**config.mk**
```make
export PLATFORM = sky130hd
export DESIGN_NAME = vdp_linebuf_ctrl
export DESIGN_NICKNAME = d
export VERILOG_FILES = /design/src/rtl/vdp_linebuf_pkg.sv /design/src/rtl/vdp_linebuf_addr_cnt.sv /design/src/rtl/vdp_linebuf_ctrl.sv
export SDC_FILE = /design/constraint.sdc
export NUM_CORES = 1
export LEC_CHECK = 0
export CORE_AREA = 4 4 68 70
export CTS_BUF_LIST = sky130_fd_sc_hd__clkbuf_4
export DETAILED_ROUTE_END_ITERATION = 7
export DIE_AREA = 0 0 72 74
export GPL_TIMING_DRIVEN = 0
export PLACE_DENSITY = 0.71
export RECOVER_POWER = 100
export SLEW_MARGIN = 5
export SYNTH_ARGS = -nofsm -noshare
export SYNTH_HDL_FRONTEND = slang
export SYNTH_HIERARCHICAL = 1
export SYNTH_SLANG_ARGS = --single-unit
```
**constraint.sdc**
```tcl
create_clock -name CLK -period 2.21 [get_ports CLK]
set_clock_uncertainty 0.15 [all_clocks]
set_input_delay 0.3315 -clock CLK [delete_from_list [all_inputs] [get_ports CLK]]
set_output_delay 0.3315 -clock CLK [all_outputs]
set_load 0.01 [all_outputs]
```
**src/rtl/vdp_linebuf_pkg.sv**
```systemverilog
// Shared definitions for the VDP double-buffered line memory: sequencer states
// and the default line geometry used by the controller and the buffer wrapper.
package vdp_linebuf_pkg;

    typedef enum logic [1:0] {
        ST_IDLE = 2'd0,
        ST_FILL = 2'd1,
        ST_FULL = 2'd2
    } lb_state_e;

    localparam int unsigned DEF_LINE_WIDTH = 720;
    localparam int unsigned DEF_ADDR_W     = 10;

endpackage

```
**src/rtl/vdp_linebuf_addr_cnt.sv**
```systemverilog
// Saturating pixel address counter: clear wins over increment, and the count
// never advances past the limit value.
module vdp_linebuf_addr_cnt #(
    parameter int unsigned ADDR_W = 10
) (
    input  logic              clk,
    input  logic              rst_n,
    input  logic              clr,
    input  logic              inc,
    input  logic [ADDR_W-1:0] limit,
    output logic [ADDR_W-1:0] cnt
);

    logic [ADDR_W-1:0] cnt_q;
    logic [ADDR_W-1:0] cnt_d;

    always_comb begin
        cnt_d = cnt_q;
        if (clr) begin
            cnt_d = '0;
        end else if (inc && (cnt_q != limit)) begin
            cnt_d = cnt_q + 1'b1;
        end
    end

    always_ff @(posedge clk) begin
        if (!rst_n) begin
            cnt_q <= '0;
        end else begin
            cnt_q <= cnt_d;
        end
    end

    assign cnt = cnt_q;

endmodule

```
**src/rtl/vdp_linebuf_ctrl.sv**
```systemverilog
// Line buffer sequencer: fills one bank from the pixel source while the display
// drains the other, swapping banks on every LINE_START.
//
// Write handshake: a pixel transfers in any cycle where WR_VALID and WR_READY are
// both high; WR_READY does not depend on WR_VALID, and WE is exactly that transfer.
module vdp_linebuf_ctrl
    import vdp_linebuf_pkg::*;
#(
    parameter int unsigned LINE_WIDTH = DEF_LINE_WIDTH,
    parameter int unsigned ADDR_W     = DEF_ADDR_W
) (
    input  logic              CLK,
    input  logic              RESET_N,
    input  logic              LINE_START,
    input  logic              WR_VALID,
    output logic              WR_READY,
    input  logic              RD_EN,
    output logic              EVENODD,
    output logic              WE,
    output logic [ADDR_W-1:0] XPOSITIONW,
    output logic [ADDR_W-1:0] XPOSITIONR,
    output logic              RD_VALID,
    output logic              LINE_DONE,
    output logic              OVERRUN,
    output logic [1:0]        dbg_state
);

    localparam logic [ADDR_W-1:0] LAST_ADDR = ADDR_W'(LINE_WIDTH - 1);

    lb_state_e state_q, state_d;
    logic      evenodd_q, evenodd_d;
    logic      rd_bank_ok_q, rd_bank_ok_d;
    logic      rd_en_q, rd_en_d;
    logic      line_done_q, line_done_d;
    logic      overrun_q, overrun_d;

    logic              wr_ready;
    logic              we;
    logic              line_complete;
    logic [ADDR_W-1:0] xpos_w;
    logic [ADDR_W-1:0] xpos_r;

    assign wr_ready      = (state_q == ST_FILL);
    assign we            = WR_VALID & wr_ready;
    assign line_complete = we && (xpos_w == LAST_ADDR);

    // A same-cycle LINE_START still lets this cycle's write land at the old
    // address; the clear only takes effect on the following edge.
    vdp_linebuf_addr_cnt #(.ADDR_W(ADDR_W)) u_wr_addr (
        .clk   (CLK),
        .rst_n (RESET_N),
        .clr   (LINE_START),
        .inc   (we),
        .limit (LAST_ADDR),
        .cnt   (xpos_w)
    );

    vdp_linebuf_addr_cnt #(.ADDR_W(ADDR_W)) u_rd_addr (
        .clk   (CLK),
        .rst_n (RESET_N),
        .clr   (LINE_START),
        .inc   (RD_EN),
        .limit (LAST_ADDR),
        .cnt   (xpos_r)
    );

    always_comb begin
        state_d      = state_q;
        evenodd_d    = evenodd_q;
        rd_bank_ok_d = rd_bank_ok_q;
        overrun_d    = overrun_q;
        rd_en_d      = RD_EN;
        line_done_d  = line_complete;

        if (LINE_START) begin
            state_d      = ST_FILL;
            evenodd_d    = ~evenodd_q;
            rd_bank_ok_d = (state_q == ST_FULL) || line_complete;
            if ((state_q == ST_FILL) && !line_complete) begin
                overrun_d = 1'b1;
            end
        end else if (line_complete) begin
            state_d = ST_FULL;
        end
    end

    always_ff @(posedge CLK) begin
        if (!RESET_N) begin
            state_q      <= ST_IDLE;
            evenodd_q    <= 1'b0;
            rd_bank_ok_q <= 1'b0;
            rd_en_q      <= 1'b0;
            line_done_q  <= 1'b0;
            overrun_q    <= 1'b0;
        end else begin
            state_q      <= state_d;
            evenodd_q    <= evenodd_d;
            rd_bank_ok_q <= rd_bank_ok_d;
            rd_en_q      <= rd_en_d;
            line_done_q  <= line_done_d;
            overrun_q    <= overrun_d;
        end
    end

    // The buffer RAM reads are registered, so validity trails RD_EN by one cycle.
    assign RD_VALID   = rd_en_q & rd_bank_ok_q;
    assign WR_READY   = wr_ready;
    assign WE         = we;
    assign EVENODD    = evenodd_q;
    assign XPOSITIONW = xpos_w;
    assign XPOSITIONR = xpos_r;
    assign LINE_DONE  = line_done_q;
    assign OVERRUN    = overrun_q;
    assign dbg_state  = state_q;

endmodule

```
---- After elaboration in Yosys (flattened, before gate mapping) ----
Index checks and enable logic that the tools add are counted.
W data, S select, Z words.
word-level totals
  register bits after elaboration ......... 27
  input port bits ......................... 5
  output and inout bits ................... 28
  logic and storage cells ................. 31
cells by class
  add/sub/neg operators ................... 2
  equality and inequality tests ........... 5
  multiplexer cells ....................... 2
  bitwise logic cells ..................... 4
  reductions and logical operators ........ 9
operators by type and width
  cell                     number
  $add A10 B1 Y10 const B  2
  $ne A10 B10 Y1 const B   2
  $eq A10 B10 Y1 const B   1
  $logic_and A1 B1 Y1      4
  $and A1 B1 Y1            2
  $eq A2 B1 Y1 const B     1
  $eq A2 B2 Y1 const B     1
  $mux W1                  2
  $not A1 Y1               2
  $reduce_and A2 Y1        1
  $reduce_bool A2 Y1       1
  $reduce_or A2 Y1         1
  $logic_not A1 Y1         1
  $logic_or A1 B1 Y1       1

---- Longest topological paths before layout ----
Gate-level depths: netlist of run 1.
  word-level depth ........................ 6
  gate-level depth with buffers ........... 7
  gate-level depth less buffers ........... 6

---- By module ----
Netlist of run 1, hierarchy kept.
modules (own cells, without submodules)
  module                times used  cells an instance  area each (sq um)  sequential area each (sq um)
  vdp_linebuf_addr_cnt  2           78                 696.9              200.2
  vdp_linebuf_ctrl      1           36                 336.6              140.1

---- Least setup slack after synthesis of run 1 ----
Ideal clock, no wire load.
  path kind ............................... register to register
  start point ............................. reg state_q[0] (netlist: dbg_state[0])
  end point ............................... reg u_wr_addr.cnt_q[7] (netlist: u_wr_addr/cnt[7])
  setup time .............................. 0.116 ns
  arrival ................................. 1.540 ns
  required time ........................... 1.944 ns
  path slack .............................. 0.405 ns
  stages on the path, launching flop included .. 8
  buffers on the path ..................... 1
  clock period less this slack ............ 1.805 ns
  cells stage by stage .................... dfxtp_1 > nand3b_4 > inv_1 > and4_1 > clkbuf_1 > and4_2 > a21oi_1 > a31o_1
on the way
  cells in the longest elaborated chain, start to end .. 3
RTL lines
  element                   RTL line                    source
  start: declaration        vdp_linebuf_ctrl.sv:30      lb_state_e state_q, state_d;
  start signal: assignment  vdp_linebuf_ctrl.sv:96      state_q <= state_d;
  $eq A2 B1 Y1              vdp_linebuf_ctrl.sv:43      assign wr_ready = (state_q == ST_FILL);
  $and A1 B1 Y1             vdp_linebuf_ctrl.sv:44      assign we = WR_VALID & wr_ready;
  via WE                    vdp_linebuf_ctrl.sv:19      output logic WE,
  $logic_and A1 B1 Y1       vdp_linebuf_addr_cnt.sv:21  end else if (inc && (cnt_q != limit)) begin
  end signal: assignment    vdp_linebuf_addr_cnt.sv:30  cnt_q <= cnt_d;
  end: declaration          vdp_linebuf_addr_cnt.sv:14  logic [ADDR_W-1:0] cnt_q;
The timed path passes the listed nets, and every way through them passes these cells.
A chain may end at the register's enable or synchronous reset.

---- Worst setup path in the final report of run 1 ----
  start point ............................. in WR_VALID
  end point ............................... out WE
on the way
  cells in the longest elaborated chain, start to end .. 1
RTL lines
  element             RTL line                source
  start: declaration  vdp_linebuf_ctrl.sv:15  input logic WR_VALID,
  $and A1 B1 Y1       vdp_linebuf_ctrl.sv:44
  end: declaration    vdp_linebuf_ctrl.sv:19
No other way between the ends.

==> summary.txt, run 1 <==
STA
  • RSZ-0062 raised after global routing: false
  • Slew @ Worst Pin: 0.649 ns
  • Final critical path time including I/O delays and setup: 2.10 ns
  • Max Fclk: 476 MHz
  • Worst Slack Setup Final: 0.108 ns
  • Slew HR: 56.5%
  • Fin. Hold Viols: 0
  • Tcrit/Tclk final: 95.1%
  • Final setup fails: 0
  • Hold slack final: 0.342 ns
  • Slew Limit Fails: 0

Place
  • Dpl hpwl: around 2700 um
  • Inst Count DP: 292
  • Pre-CTS setup slack: -0.0787 ns
  • PortBufs: 32
  • GP Congestion: around 0.86

Logic synthesis
  • Ys flop type: dfxtp_1
  • Sequential fraction of the synthesis area: 31.2%
  • Synth Instances: 192
  • Synth Warn #: 6
  • Post-synth top cells: nand2_1, dfxtp_1, xor2_1
  • Seq cells post-synth: 27
  • Number of flops mapped to enable cells by yosys: 0
  • Cell taking the most area after synthesis: dfxtp_1
  • Count leader, synth: nand2_1
  • Post-Syn Area: 1730 um^2
  • FFs w/ async S/R, synth: 0%
  • Synth top area share: 31.2%
  • Largest cells by area after synthesis: dfxtp_1, xor2_1, nand2_1
  • Synth unique cells: 35
  • Syn avg cell area: 9.01 um^2

Setup path
  • CP Capture Type: primary output
  • Worst-path fanout max: 4
  • WP data required: 1.73 ns
  • Worst R2R Path Depth: 6
  • Worst path bufs/invs: 3
  • Most used cell, CP: clkdlybuf4s50_1
  • Slowest-stage cell, CP: clkdlybuf4s50_1
  • Reg2reg start: u_wr_addr/cnt[3]$_SDFFE_PP0P_
  • R2r setup slk: between 0.15 and 0.2 ns
  • Critical path class: in2out
  • Crit start category: input port
  • CP top delay family: buffers and inverters
  • CP max stage delay: 0.56 ns
  • CP arrival: around 1.6 ns
  • Worst r2r dst: u_wr_addr/cnt[6]$_SDFFE_PP0P_
  • Crit-path cells: clkdlybuf4s50_1 > nand3b_4 > inv_1 > clkdlybuf4s50_1

Clock tree
  • Root Buffer: clkbuf_4
  • Post-CTS setup buffers: 0
  • # clock sinks: 27
  • TritonCTS buffer count: 3
  • Worst skew pair latency: 0.33 ns
  • CTS tree: built
  • CTS clk-pin slew, worst paths: about 0.16 ns
  • Hold-fix buffers, CTS: 0
  • Post-cts sizing count: 0
  • H-tree depth: 1
  • Clock Path Buffers: 2

GRT
  • Total track usage: 14.7%
  • Global-route wire length before repair: roughly 6400 um
  • Initial antenna violation count: 0
  • Grt ovf: 0
  • Vias in the first global route: roughly 1400
  • Largest net degree at the start of global routing: 18

Detailed routing
  • Via/cell ratio: about 5
  • DRC Markers: 0
  • Wire per inst: 12.2 um
  • M1 wire length: 1780 um
  • Via total after detailed routing: around 1500
  • Met2 Routed Length: 1700 um
  • Routed wl met3: about 98 um
  • DRT Wirelength: 3620 um
  • Post-detailed-route count of antenna-violating nets: 0
  • Max Used Layer: met4
  • Starting DRT DRC Count: 72
  • Pre-antenna DRT Iters: 4

Cells and area
  • Non-filler cells, final: 296
  • Antenna diodes: 0
  • Nets@finish: 254
  • Area grow syn2layout: 23.6%
  • Layout cells sized above 1: 10.2%

Die
  • Row cnt: 23
  • Core ar.: 3970 um^2
  • Die Y: ~74 um
  • Die Area: 5330 um^2
  • Die X: ~72 um
  • I/O pin count: 33
  • Starting density of the core: 43.6%

Flow run
  • Max Cap Viol: 0

Power and ir drop
  • LEAKAGE: just over 1 nW
  • Power Total: around 0.86 mW
  • Pwr dens: 400 nW/um^2
  • Worst VDD drop: about 0.00021 V

Min path
  • Hold path endpoint: OVERRUN$_SDFFE_PN0P_
  • Hold crit path type: reg2reg
  • Hold path startpoint: OVERRUN$_SDFFE_PN0P_
  • Hold Path Depth: 2

Outcome
  • Outcome: completed
[final cells by class]
cell class | count | area [um^2]
well taps | 50 | 62.6
repair buffers | 32 | 320
fillers | 398 | 1830
clock buffers | 3 | 22.5
clock inverters | 1 | 8.76
multi-input cells | 169 | 1120
inverters | 7 | 26.3
flip-flops and latches | 27 | 542
plain buffers | 7 | 41.3
[kinds of logic (layout without fill, tap and decap cells)]
family                   count (synthesis)  after routing  share of synthesized area, %
AO/OA/AOI/OAI                           23             23                          11.5
XOR/XNOR                                23             23                          12.5
adder cells (fa/ha/maj)                  2              2                          1.45
buffers and inverters                   14             50                          3.90
flip-flops                              27             27                          31.2
multiplexers                            10             10                          5.78
other                                    2             20                         0.434
AND/OR/NAND/NOR                         91             91                          33.2
[flip-flops by register name (all words and copies together) (netlist names)]
name,count
rd_bank_ok_q,1
EVENODD,1
rd_en_q,1
dbg_state,2
u_rd_addr/cnt,10
LINE_DONE,1
u_wr_addr/cnt,10
OVERRUN,1
[worst max-delay path by stage]
| stage | from | to | slack, ns | cells after the start |
|---|---|---|---|---|
| after floorplan | dbg_state[0]$_SDFFE_PN0P_ | u_wr_addr/cnt[7]$_SDFFE_PP0P_ | 0.40 | 7 |
| after global placement | WR_VALID | u_wr_addr/cnt[7]$_SDFFE_PP0P_ | -0.08 | 8 |
| after detailed placement | WR_VALID | u_wr_addr/cnt[7]$_SDFFE_PP0P_ | -0.08 | 8 |
| after CTS | dbg_state[0]$_SDFFE_PN0P_ | WE | 0.06 | 3 |
| after global routing | dbg_state[1]$_SDFFE_PP0P_ | WE | 0.05 | 3 |
| final | WR_VALID | WE | 0.11 | 4 |
[worst min-delay path, delay by kind of cell (launching register included)]
family	cells	cell delay, ns
flops	1	0.35
compound gates	1	0.07
simple gates	1	0.05
[per-layer routing]
layer | global-route usage (%) | up-vias
li1 | - | 751
met1 | 19.7 | 681
met2 | 24.7 | 26
met3 | 2.03 | 4
met4 | 4.80 | 0
met5 | 0 | -
[power by group]
group / switching (mW) / total, mW / internal [mW] / leakage [nW]
Clock: 0.165 / 0.239 / 0.0739 / 0.0183
Sequential: 0.00895 / 0.506 / 0.497 / 0.219
Combinational: 0.0626 / 0.111 / 0.0485 / 0.775
[through the flow]
step / TNS [ns] / cell area [um^2] / utilization [%]
after floorplan: 0 / 1800 / -
after global placement: -0.0817 / 2180 / 54.9
after detailed placement: -0.0787 / 2180 / 54.9
after CTS: 0 / 2210 / 55.7
after global routing: 0 / 2140 / 53.9
final: 0 / 2140 / 53.9
[layout by cell type, fill, tap and decap left out, types with 3 or more instances in the layout]
cell type / count
a21oi_1: 4
a31o_1: 8
a31oi_1: 4
and3_2: 4
clkbuf_1: 5
clkbuf_4: 3
clkdlybuf4s50_1: 4
conb_1: 20
dfxtp_1: 26
dlygate4sd3_1: 28
inv_1: 7
mux2i_1: 10
nand2_1: 34
nand2b_1: 9
nand3_1: 4
nand4_1: 6
nor2_1: 11
nor2b_1: 3
o21ai_0: 3
xor2_1: 19
Power figures use the tool's default switching activity.
==> run 2: changes to the inputs <==
Settings changed: CAP_MARGIN from default to 20.
==> results of run 2 <==
No change in the layout: final DEF, timing and power equal those of run 1.
==> run 3: changes to the inputs <==
Settings changed: ABC_AREA from default to 1, CORE_AREA 4 4 68 70 to 4 4 63 76, DIE_AREA 0 0 72 74 to 0 0 67 80.
==> run 3 against run 2 <==
Compared with the run above:
- final cell count up 41%
- die area up 0.60%
- flip-flop and latch count unchanged
- synthesized cell count up 55%
- synthesized area up 2.0%
- via count up 22%
- combinational power up 6%
- wire length about the same
- worst hold slack worse by 0.0075 ns
- clock power down 7%
==> summary.txt, run 3 <==
Outcome
  • Outcome: completed (unchanged)

Setup path
  • Most used cell, CP: clkdlybuf4s50_1 (unchanged)
  • CP arrival: 1.57 ns (was 1.62 ns)
  • Worst-path fanout max: 7 (was 4)
  • Worst path bufs/invs: 3 (unchanged)
  • CP max stage delay: 0.55 ns (was 0.56 ns)
  • CP Capture Type: primary output (unchanged)
  • Critical path class: in2out (unchanged)
  • Slowest-stage cell, CP: clkdlybuf4s50_1 (unchanged)
  • Crit-path cells: clkdlybuf4s50_1 > nand3_1 > inv_2 > clkdlybuf4s50_1 (was clkdlybuf4s50_1 > nand3b_4 > inv_1 > clkdlybuf4s50_1)
  • Crit start category: input port (unchanged)
  • WP data required: 1.73 ns (about the same)
  • CP top delay family: buffers and inverters (unchanged)

Detailed routing
  • Starting DRT DRC Count: 86 (was 72)
  • Via total after detailed routing: 1783 (was 1462)
  • DRT Wirelength: 3630 um (was 3620 um)
  • Wire per inst: 8.69 um (was 12.2 um)
  • Pre-antenna DRT Iters: 4 (unchanged)
  • DRC Markers: 0 (unchanged)
  • Via/cell ratio: 4.28 (was 4.94)
  • Post-detailed-route count of antenna-violating nets: 0 (unchanged)

Logic synthesis
  • FFs w/ async S/R, synth: 0% (unchanged)
  • Cell taking the most area after synthesis: dfxtp_1 (unchanged)
  • Count leader, synth: nand2_1 (unchanged)
  • Post-synth top cells: nand2_1, inv_1, nor2_1 (was nand2_1, dfxtp_1, xor2_1)
  • Synth top area share: 30.6% (was 31.2%)
  • Number of flops mapped to enable cells by yosys: 0 (unchanged)
  • Sequential fraction of the synthesis area: 30.6% (was 31.2%)
  • Ys flop type: dfxtp_1 (unchanged)
  • Synth Warn #: 6 (unchanged)
  • Syn avg cell area: 5.94 um^2 (was 9.01 um^2)
  • Synth Instances: 297 (was 192)
  • Post-Syn Area: 1770 um^2 (was 1730 um^2)
  • Largest cells by area after synthesis: dfxtp_1, nand2_1, inv_1 (was dfxtp_1, xor2_1, nand2_1)
  • Synth unique cells: 18 (was 35)
  • Seq cells post-synth: 27 (unchanged)

Cells and area
  • Commonest non-fill, non-tap cell in the layout: nand2_1 (unchanged)
  • Layout cells sized above 1: 6.61% (was 10.2%)
  • # fillers: 435 (was 398)
  • Multi-input logic area: 1060 um^2 (was 1120 um^2)
  • Sequential cell area: 541 um^2 (was 542 um^2)
  • Antenna diodes: 0 (unchanged)
  • Most frequent cells in the layout: nand2_1, inv_1, nor2_1 (was nand2_1, dlygate4sd3_1, dfxtp_1)
  • Area grow syn2layout: 28.6% (was 23.6%)
  • Nets@finish: 371 (was 254)

STA
  • Final critical path time including I/O delays and setup: 2.05 ns (was 2.10 ns)
  • Tcrit/Tclk final: 92.8% (was 95.1%)
  • Max Fclk: 488 MHz (was 476 MHz)
  • Setup TNS: 0 ns (unchanged)
  • Slew HR: 65.2% (was 56.5%)
  • Slew @ Worst Pin: 0.520 ns (was 0.649 ns)
  • RSZ-0062 raised after global routing: false (unchanged)
  • Slew Limit Fails: 0 (unchanged)
  • Final setup fails: 0 (unchanged)
  • Fin. Hold Viols: 0 (unchanged)
  • Hold slack final: 0.334 ns (was 0.342 ns)

Clock tree
  • TritonCTS buffer count: 3 (unchanged)
  • Hold-fix buffers, CTS: 0 (unchanged)
  • Worst skew pair latency: 0.34 ns (was 0.33 ns)
  • Post-CTS setup buffers: 0 (unchanged)
  • # clock sinks: 27 (unchanged)
  • H-tree depth: 1 (unchanged)
  • Clock Path Buffers: 2 (unchanged)
  • Root Buffer: clkbuf_4 (unchanged)
  • CTS tree: built (unchanged)
  • CTS clk-pin slew, worst paths: 0.16 ns (about the same)

Power and ir drop
  • Worst VDD drop: 0.000232 V (was 0.000214 V)
  • Pwr dens: 371 nW/um^2 (was 400 nW/um^2)
  • Power Total: 0.844 mW (was 0.856 mW)
  • LEAKAGE: 1.19 nW (was 1.01 nW)

GRT
  • Largest net degree at the start of global routing: 17 (was 18)
  • Vias in the first global route: 1566 (was 1440)
  • Global-route wire length before repair: 6580 um (was 6360 um)
  • Initial antenna violation count: 0 (unchanged)
  • Grt ovf: 0 (unchanged)
  • Total track usage: 15.4% (was 14.7%)

Place
  • GP Congestion: 0.810 (was 0.860)
  • Dpl hpwl: 2860 um (was 2730 um)
  • PortBufs: 32 (unchanged)

Die
  • Core ar.: 3970 um^2 (about the same)
  • Die Area: 5360 um^2 (was 5330 um^2)
  • Die Y: 80 um (was 74 um)
  • Row cnt: 25 (was 23)
  • Starting density of the core: 44.4% (was 43.6%)
  • I/O pin count: 33 (unchanged)
  • Die X: 67 um (was 72 um)

Flow run
  • Max Cap Viol: 0 (unchanged)

Min path
  • Hold crit path type: reg2reg (unchanged)
[run 3: cell types whose count changed after synthesis, moves of 9 or more]
cell | previous run | this run
a21oi_1 | 4 | 22
inv_1 | 7 | 51
mux2i_1 | 10 | 0
nand2_1 | 34 | 96
nand2b_1 | 9 | 0
nand3_1 | 3 | 19
nor2_1 | 11 | 42
xor2_1 | 19 | 0
[run 3: cell type report]
cell class,instances,area share [%]
clock inverter,1,0.331
buffer,4,1.32
tap,54,2.98
sequential,27,23.8
multi-input combinational,237,46.7
timing repair buffer,32,14.1
inverter,59,9.75
clock buffer,3,0.992
[run 3: cells by family after synthesis]
group / count (synthesis) / synth area share, %
buf+inv: 63 / 15.1
fa+ha+maj: 2 / 1.42
compound gates: 26 / 7.51
simple gates: 172 / 42.5
other cells: 2 / 0.425
xor+xnor: 5 / 2.48
flops: 27 / 30.6
[run 3: worst min-delay path, cell delays in order (launching register included)]
cell and delay [ns]:
dfxtp_1 0.34, nand3_1 0.07, nand2_1 0.05
[run 3: path summary, 6_finish.rpt]
path / from / endpoint / slack (ns) / cells after the start
worst max-delay path: WR_VALID / WE / 0.16 / 4
worst min-delay path: rd_bank_ok_q$_SDFFE_PN0P_ / rd_bank_ok_q$_SDFFE_PN0P_ / 0.33 / 2
worst max register to register: u_wr_addr/cnt[5]$_SDFFE_PP0P_ / u_wr_addr/cnt[9]$_SDFFE_PP0P_ / 0.50 / 9
worst min register to register: rd_bank_ok_q$_SDFFE_PN0P_ / rd_bank_ok_q$_SDFFE_PN0P_ / 0.33 / 2
[run 3: power breakdown]
group / switching [mW] / internal [mW]
registers: 0.00779 / 0.495
clock network: 0.154 / 0.0694
logic: 0.0673 / 0.0503
total: 0.229 / 0.615
[run 3: per-stage QoR]
step	util (%)	instance area [um^2]	setup slack, ns	cells
after floorplan	-	1880	0.612	327
after global placement	57.0	2270	0.0841	413
after detailed placement	57.0	2270	0.0924	413
after CTS	57.8	2300	0.0870	417
after global routing	57.2	2270	0.0480	417
final	57.2	2270	0.160	417
[run 3: metal layers]
layer	part of all wire (%)	up-vias	GRT usage [%]	wire length, um
met1	44	764	18.3	1580
li1	-	985	-	-
met3	3.6	7	2.82	132
met4	2.2	0	5.88	80
met2	51	27	26.8	1830
met5	0	-	0	0
[run 3: repair_timing]
item,4_1_cts,5_1_grt
endpoints found under the hold margin,0,0
endpoints found under the setup margin,0,1
gates resized for setup,0,1
